`config.mk`:
```
export PLATFORM = sky130hd
export DESIGN_NAME = alu_instr_sequencer_flat
export DESIGN_NICKNAME = d
export VERILOG_FILES = /design/src/rtl/alu_instr_sequencer_if.sv /design/src/rtl/alu_instr_sequencer.sv /design/src/flat_wrapper.sv
export SDC_FILE = /design/constraint.sdc
export NUM_CORES = 1
export LEC_CHECK = 0
export ABC_AREA = 1
export CAP_MARGIN = 10
export CORE_ASPECT_RATIO = 0.5
export CORE_MARGIN = 4
export CORE_UTILIZATION = 30
export DETAILED_ROUTE_END_ITERATION = 8
export GPL_ROUTABILITY_DRIVEN = 0
export GPL_TIMING_DRIVEN = 0
export PLACE_DENSITY = 0.67
export SETUP_SLACK_MARGIN = 0.15
export SKIP_LAST_GASP = 1
export SLEW_MARGIN = 20
export SYNTH_ARGS = -nofsm -noshare
export SYNTH_HDL_FRONTEND = slang
export SYNTH_SLANG_ARGS = --single-unit
```
`constraint.sdc`:
```
create_clock -name clock -period 4.65 [get_ports clock]
set_input_delay 0.93 -clock clock [delete_from_list [all_inputs] [get_ports clock]]
set_output_delay 0.93 -clock clock [all_outputs]
set_load 0.03 [all_outputs]
```
`src/rtl/alu_instr_sequencer_if.sv`:
```
// Control bundle between the hardwired sequencer and the Mini-SRC datapath.
//   master : sequencer side; takes start/stop/ir/mem_ready and drives every
//            bus-out, register-load, memory and ALU-opcode strobe.
//   slave  : datapath side; the mirror image of master.
interface alu_instr_sequencer_if #(
    parameter int unsigned NREGS = 16,
    parameter int unsigned OPW   = 5
);
    logic             start;
    logic             stop;
    logic [31:0]      ir;
    logic             mem_ready;

    logic             PCout, Zlowout, Zhighout, MDRout, HIout, LOout;
    logic             MARin, PCin, MDRin, IRin, Yin, Zlowin, Zhighin, HIin, LOin;
    logic             IncPC, Read;
    logic [NREGS-1:0] R0_15_out;
    logic [NREGS-1:0] R0_15_in;
    logic [OPW-1:0]   opcode;
    logic             halted;
    logic             illegal;

    modport master (
        input  start, stop, ir, mem_ready,
        output PCout, Zlowout, Zhighout, MDRout, HIout, LOout,
        output MARin, PCin, MDRin, IRin, Yin, Zlowin, Zhighin, HIin, LOin,
        output IncPC, Read, R0_15_out, R0_15_in, opcode, halted, illegal
    );

    modport slave (
        output start, stop, ir, mem_ready,
        input  PCout, Zlowout, Zhighout, MDRout, HIout, LOout,
        input  MARin, PCin, MDRin, IRin, Yin, Zlowin, Zhighin, HIin, LOin,
        input  IncPC, Read, R0_15_out, R0_15_in, opcode, halted, illegal
    );
endinterface

```
`src/rtl/alu_instr_sequencer.sv`:
```
// Hardwired control sequencer for the Mini-SRC datapath. Steps through
// fetch (T0..T2) and execute (T3..T6) for reg-reg ALU, MUL/DIV, NEG/NOT,
// NOP and HALT instructions, raising one state's worth of strobes per cycle.
//   clock : rising-edge clock
//   clear : asynchronous active-low reset, returns to IDLE with all strobes low
//   bus   : master modport of alu_instr_sequencer_if (inputs start, stop, ir,
//           mem_ready; outputs every datapath strobe, halted and illegal)
module alu_instr_sequencer #(
    parameter int unsigned NREGS = 16,
    parameter int unsigned OPW   = 5
) (
    input  logic                  clock,
    input  logic                  clear,
    alu_instr_sequencer_if.master bus
);

    typedef enum logic [3:0] {
        StIdle, StT0, StT1, StT2, StT3, StT4, StT5, StT6, StHalt
    } state_e;

    typedef enum logic [2:0] {
        ClsAlu, ClsMulDiv, ClsNegNot, ClsNop, ClsHalt, ClsIllegal
    } cls_e;

    state_e     state_q, state_d;
    cls_e       cls;
    logic [4:0] opc;
    logic [3:0] ra, rb, rc;
    logic       unused_ir;

    assign opc       = bus.ir[31:27];
    assign ra        = bus.ir[26:23];
    assign rb        = bus.ir[22:19];
    assign rc        = bus.ir[18:15];
    assign unused_ir = ^bus.ir[14:0];

    always_comb begin
        cls = ClsIllegal;
        case (opc)
            5'b00011, 5'b00100, 5'b00101, 5'b00110, 5'b00111,
            5'b01000, 5'b01001, 5'b01010, 5'b01011: cls = ClsAlu;
            5'b01111, 5'b10000:                     cls = ClsMulDiv;
            5'b10001, 5'b10010:                     cls = ClsNegNot;
            5'b11010:                               cls = ClsNop;
            5'b11011:                               cls = ClsHalt;
            default:                                cls = ClsIllegal;
        endcase
    end

    always_ff @(posedge clock or negedge clear) begin
        if (!clear) begin
            state_q <= StIdle;
        end else begin
            state_q <= state_d;
        end
    end

    always_comb begin
        state_d       = state_q;
        bus.PCout     = 1'b0;
        bus.Zlowout   = 1'b0;
        bus.Zhighout  = 1'b0;
        bus.MDRout    = 1'b0;
        bus.HIout     = 1'b0;
        bus.LOout     = 1'b0;
        bus.MARin     = 1'b0;
        bus.PCin      = 1'b0;
        bus.MDRin     = 1'b0;
        bus.IRin      = 1'b0;
        bus.Yin       = 1'b0;
        bus.Zlowin    = 1'b0;
        bus.Zhighin   = 1'b0;
        bus.HIin      = 1'b0;
        bus.LOin      = 1'b0;
        bus.IncPC     = 1'b0;
        bus.Read      = 1'b0;
        bus.R0_15_out = '0;
        bus.R0_15_in  = '0;
        bus.opcode    = '0;
        bus.halted    = 1'b0;
        bus.illegal   = 1'b0;

        unique case (state_q)
            StIdle: begin
                if (bus.start) state_d = StT0;
            end
            StT0: begin
                bus.PCout  = 1'b1;
                bus.MARin  = 1'b1;
                bus.IncPC  = 1'b1;
                bus.Zlowin = 1'b1;
                state_d    = StT1;
            end
            StT1: begin
                // Strobes stay up while waiting; reloading PC from Z is harmless.
                bus.Zlowout = 1'b1;
                bus.PCin    = 1'b1;
                bus.Read    = 1'b1;
                bus.MDRin   = 1'b1;
                if (bus.mem_ready) state_d = StT2;
            end
            StT2: begin
                bus.MDRout = 1'b1;
                bus.IRin   = 1'b1;
                case (cls)
                    ClsAlu, ClsMulDiv: state_d = StT3;
                    ClsNegNot:         state_d = StT4;
                    ClsHalt:           state_d = StHalt;
                    ClsIllegal: begin
                        bus.illegal = 1'b1;
                        state_d     = bus.stop ? StIdle : StT0;
                    end
                    default:           state_d = bus.stop ? StIdle : StT0;
                endcase
            end
            StT3: begin
                bus.Yin       = 1'b1;
                bus.R0_15_out = (cls == ClsMulDiv) ? (NREGS'(1) << ra) : (NREGS'(1) << rb);
                state_d       = StT4;
            end
            StT4: begin
                bus.Zlowin    = 1'b1;
                bus.opcode    = OPW'(opc);
                bus.Zhighin   = (cls == ClsMulDiv);
                bus.R0_15_out = (cls == ClsAlu) ? (NREGS'(1) << rc) : (NREGS'(1) << rb);
                state_d       = StT5;
            end
            StT5: begin
                bus.Zlowout = 1'b1;
                if (cls == ClsMulDiv) begin
                    bus.LOin = 1'b1;
                    state_d  = StT6;
                end else begin
                    bus.R0_15_in = NREGS'(1) << ra;
                    state_d      = bus.stop ? StIdle : StT0;
                end
            end
            StT6: begin
                bus.Zhighout = 1'b1;
                bus.HIin     = 1'b1;
                state_d      = bus.stop ? StIdle : StT0;
            end
            StHalt: begin
                bus.halted = 1'b1;
            end
            default: state_d = StIdle;
        endcase
    end

endmodule

```
`src/flat_wrapper.sv`:
```
// flat-port wrapper written by rule: the top's interface ports become plain ports
module alu_instr_sequencer_flat 
#(
    parameter int unsigned NREGS = 16,
    parameter int unsigned OPW   = 5
)
  (clock, clear, bus_start, bus_stop, bus_ir, bus_mem_ready, bus_PCout, bus_Zlowout, bus_Zhighout, bus_MDRout, bus_HIout, bus_LOout, bus_MARin, bus_PCin, bus_MDRin, bus_IRin, bus_Yin, bus_Zlowin, bus_Zhighin, bus_HIin, bus_LOin, bus_IncPC, bus_Read, bus_R0_15_out, bus_R0_15_in, bus_opcode, bus_halted, bus_illegal);
  alu_instr_sequencer_if #(.NREGS(NREGS), .OPW(OPW)) bus_i ();
  input  logic clock;
  input  logic clear;
  input wire logic [$bits(bus_i.start)-1:0] bus_start;
  input wire logic [$bits(bus_i.stop)-1:0] bus_stop;
  input wire logic [$bits(bus_i.ir)-1:0] bus_ir;
  input wire logic [$bits(bus_i.mem_ready)-1:0] bus_mem_ready;
  output wire logic [$bits(bus_i.PCout)-1:0] bus_PCout;
  output wire logic [$bits(bus_i.Zlowout)-1:0] bus_Zlowout;
  output wire logic [$bits(bus_i.Zhighout)-1:0] bus_Zhighout;
  output wire logic [$bits(bus_i.MDRout)-1:0] bus_MDRout;
  output wire logic [$bits(bus_i.HIout)-1:0] bus_HIout;
  output wire logic [$bits(bus_i.LOout)-1:0] bus_LOout;
  output wire logic [$bits(bus_i.MARin)-1:0] bus_MARin;
  output wire logic [$bits(bus_i.PCin)-1:0] bus_PCin;
  output wire logic [$bits(bus_i.MDRin)-1:0] bus_MDRin;
  output wire logic [$bits(bus_i.IRin)-1:0] bus_IRin;
  output wire logic [$bits(bus_i.Yin)-1:0] bus_Yin;
  output wire logic [$bits(bus_i.Zlowin)-1:0] bus_Zlowin;
  output wire logic [$bits(bus_i.Zhighin)-1:0] bus_Zhighin;
  output wire logic [$bits(bus_i.HIin)-1:0] bus_HIin;
  output wire logic [$bits(bus_i.LOin)-1:0] bus_LOin;
  output wire logic [$bits(bus_i.IncPC)-1:0] bus_IncPC;
  output wire logic [$bits(bus_i.Read)-1:0] bus_Read;
  output wire logic [$bits(bus_i.R0_15_out)-1:0] bus_R0_15_out;
  output wire logic [$bits(bus_i.R0_15_in)-1:0] bus_R0_15_in;
  output wire logic [$bits(bus_i.opcode)-1:0] bus_opcode;
  output wire logic [$bits(bus_i.halted)-1:0] bus_halted;
  output wire logic [$bits(bus_i.illegal)-1:0] bus_illegal;
  assign bus_i.start = bus_start;
  assign bus_i.stop = bus_stop;
  assign bus_i.ir = bus_ir;
  assign bus_i.mem_ready = bus_mem_ready;
  assign bus_PCout = bus_i.PCout;
  assign bus_Zlowout = bus_i.Zlowout;
  assign bus_Zhighout = bus_i.Zhighout;
  assign bus_MDRout = bus_i.MDRout;
  assign bus_HIout = bus_i.HIout;
  assign bus_LOout = bus_i.LOout;
  assign bus_MARin = bus_i.MARin;
  assign bus_PCin = bus_i.PCin;
  assign bus_MDRin = bus_i.MDRin;
  assign bus_IRin = bus_i.IRin;
  assign bus_Yin = bus_i.Yin;
  assign bus_Zlowin = bus_i.Zlowin;
  assign bus_Zhighin = bus_i.Zhighin;
  assign bus_HIin = bus_i.HIin;
  assign bus_LOin = bus_i.LOin;
  assign bus_IncPC = bus_i.IncPC;
  assign bus_Read = bus_i.Read;
  assign bus_R0_15_out = bus_i.R0_15_out;
  assign bus_R0_15_in = bus_i.R0_15_in;
  assign bus_opcode = bus_i.opcode;
  assign bus_halted = bus_i.halted;
  assign bus_illegal = bus_i.illegal;
  alu_instr_sequencer #(.NREGS(NREGS), .OPW(OPW)) u_core (.clock(clock), .clear(clear), .bus(bus_i));
endmodule
```
==> reports/metrics.yaml <==
outcome:
  status: "complete, no violations"
grt:
  overflow: 0
  grt_usage: 0.178
  grt_pass1_wl_um: 9360
  grt_util_met2: 0.298
  grt_max_degree: 11
  first_global_vias: 1987
  antenna_found_initial: 0
  use_met3: 0.0120
  met1_usage: 0.256
  grt.busiest_layer: "met2"
critical_path:
  cp.required_ns: 3.72
  end_kind: "output port"
  slowest_delay_ns: 0.67
  critPathMaxFanout: 10
  slowest_stage: "clkdlybuf4s50_1"
  cp_cell_sequence: "clkdlybuf4s50_1, inv_1, ha_1, o21ai_0, nand3_2, inv_2, nor2_8, buf_4, nand3_1, nand3_1, nand2_1, clkdlybuf4s50_1"
  critPathArrivalTime_ns: 3.42
  startpoint_type: "input pin"
  worstSetupPathType: "in -> out"
route:
  wire_per_inst_um: 13.1
  routed_wl_um: 5790
  via_per_inst: 5.01
  first_iter_violations: 181
  ant_nets: 0
  drt_pass1_iterations: 5
  drc_errors: 0
  vias: 2216
final_layout:
  fin_cells: 442
  syn_to_final_growth_pct: 55.6
  drive_gt1_frac: 0.0780
  reg_top3: "u_core.state_q: 4 flops"
  antenna_cells: 0
  fillCellCount: 521
  final_nets: 413
  largest_reg_flops: 4
  largest-register: "u_core.state_q"
pwr:
  leakage_nw: 1.49
  ir_drop_v: 0.000315
  powerDensity_mw_per_mm2: 309
sta:
  setup_ws_ns: 0.301
  post-route-min-period_ns: 4.35
  finalCritPeriodShare: 0.935
  rsz0062_at_grt: "no"
  relSlewSlack: 0.548
  finalSetupTns_ns: 0
  slew_viol_final: 0
  timing.final.hold_violations: 0
  tightest_slew_ns: 0.676
  setup_viol: 0
  max_freq_mhz: 230
  fin_skew_ns: 0.00117
  whs_ns: 0.535
synthesis:
  ys_warn_count: 0
  synth-seq-area-share: 0.0645
  yosysUniqueCellTypes: 26
  avgSynthCellArea_um2: 5.18
  ys_top_cells_by_area: "nand3_1 22%, nand2_1 16%, nand4_1 11%"
  synth_top_area_cell: "nand3_1"
  ys_ff_latch: 4
  postSynthCellCount: 300
  syn_area_mm2: 0.00155
  synth_top_area_share: 0.222
clocking:
  clkLatencyLatePin_ns: 0.21
  cts_buffers: 3
  post-cts-setup-buffer-count: 0
  clock-sinks: 4
  cts_tree: "done"
  cts-root-buf: "clkbuf_8"
  cts_buffer_depth: 2
  clkSlewWorstSetupHoldPaths_ns: 0.03
  htree_levels: 1
run:
  maxCapViolations: 0
min_path:
  hold_path_class: "reg -> reg"
floorplan:
  die_area_mm2: 0.00646
  start_util: 0.313
  io_pins: 93
  coreArea_mm2: 0.00495
  fp.dieW_um: 110
  die_height_um: 58.9
  floorplan.rows: 18
placed_design:
  portBuffers: 68
  pre_cts_slack_ns: 0.185
  place_inst: 439
  place_hpwl_um: 4720
Yosys cell counts:
library cell	number
buf_4	12
nor4_1	1
nor2_1	37
a21boi_0	1
nand2_1	65
buf_2	2
inv_1	28
nand2_2	1
o21ai_2	1
nand3_1	69
buf_6	1
clkbuf_1	10
o211ai_1	3
nor2_8	1
clkinv_1	1
nand2_4	4
nor3_1	5
conb_1	1
o221ai_1	1
o21ai_0	18
nand4_1	27
inv_2	3
a211oi_1	1
ha_1	2
nand3_2	1
dfrtp_1	4
per-layer routing:
layer  vias to the layer above  routed length [um]
li1                       1154                   -
met1                      1000                2740
met2                        62                2710
met3                         0                 335
met4                         0                   0
met5                         -                   0
cell type report:
cell class	instances	area [um2]	area share
Inverter	32	120	0.0497
Multi-Input combinational cell	240	1190	0.491
Tap cell	70	87.6	0.0363
Sequential cell	4	100	0.0414
Buffer	25	149	0.0616
Clock buffer	3	41.3	0.0171
Timing Repair Buffer	68	731	0.302
metrics by stage:
| step | total power [mW] | util | instance area [um2] |
|---|---|---|---|
| detailed placement | 0.675 | 0.469 | 2320 |
| finish | 0.746 | 0.488 | 2420 |
| global route | 0.804 | 0.488 | 2420 |
| floorplan | 0.463 | - | 1560 |
| CTS | 0.750 | 0.478 | 2370 |
| global placement | 0.672 | 0.469 | 2320 |
cell usage in the layout (no fill, tap or decap), types with 10 or more instances in the layout:
cell | Yosys | final
clkdlybuf4s50_1 | 0 | 48
nand4_1 | 27 | 27
clkbuf_1 | 10 | 10
nor2_1 | 37 | 37
inv_1 | 28 | 28
o21ai_0 | 18 | 18
nand3_1 | 69 | 69
nand2_1 | 65 | 65
buf_4 | 12 | 12
dlymetal6s2s_1 | 0 | 20
worst max-delay path, delay by kind of cell:
| kind | cells | cell delay [ns] |
|---|---|---|
| fa+ha+maj | 1 | 0.30 |
| buf+inv | 5 | 1.51 |
| compound gates | 1 | 0.21 |
| simple gates | 5 | 0.46 |
power by group:
group	internal (mW)	switching, mW	leakage, nW	total (mW)
clock network	0.0550	0.0156	0.0216	0.0706
logic	0.233	0.380	1.41	0.613
registers	0.0498	0.0122	0.0516	0.0620
final timing paths:
| kind | startpoint | end | slack (ns) | depth (start not counted) |
|---|---|---|---|---|
| max in group asynchronous | clear | u_core.state_q[2] | 3.57 | 1 |
| worst min register to register | u_core.state_q[1] | u_core.state_q[2] | 0.54 | 1 |
| worst max-delay path | bus_ir[27] | bus_R0_15_out[14] | 0.30 | 12 |
| min in group asynchronous | clear | u_core.state_q[0] | 0.92 | 1 |
| worst max register to register | u_core.state_q[3] | u_core.state_q[0] | 3.04 | 7 |
| worst min-delay path | u_core.state_q[1] | u_core.state_q[2] | 0.54 | 1 |
kinds of logic after synthesis:
family	count (synthesis)	share of synthesized area
other cells	1	0.00242
flops	4	0.0645
buf+inv	57	0.173
fa+ha+maj	2	0.0161
simple gates	211	0.650
compound gates	25	0.0935
timing repair:
action / in CTS / in global routing
setup endpoints to repair: 0 / 20
hold buffers: 0 / 0
resized for setup: 0 / 20
Note: power is estimated with default switching activity, not from simulation.
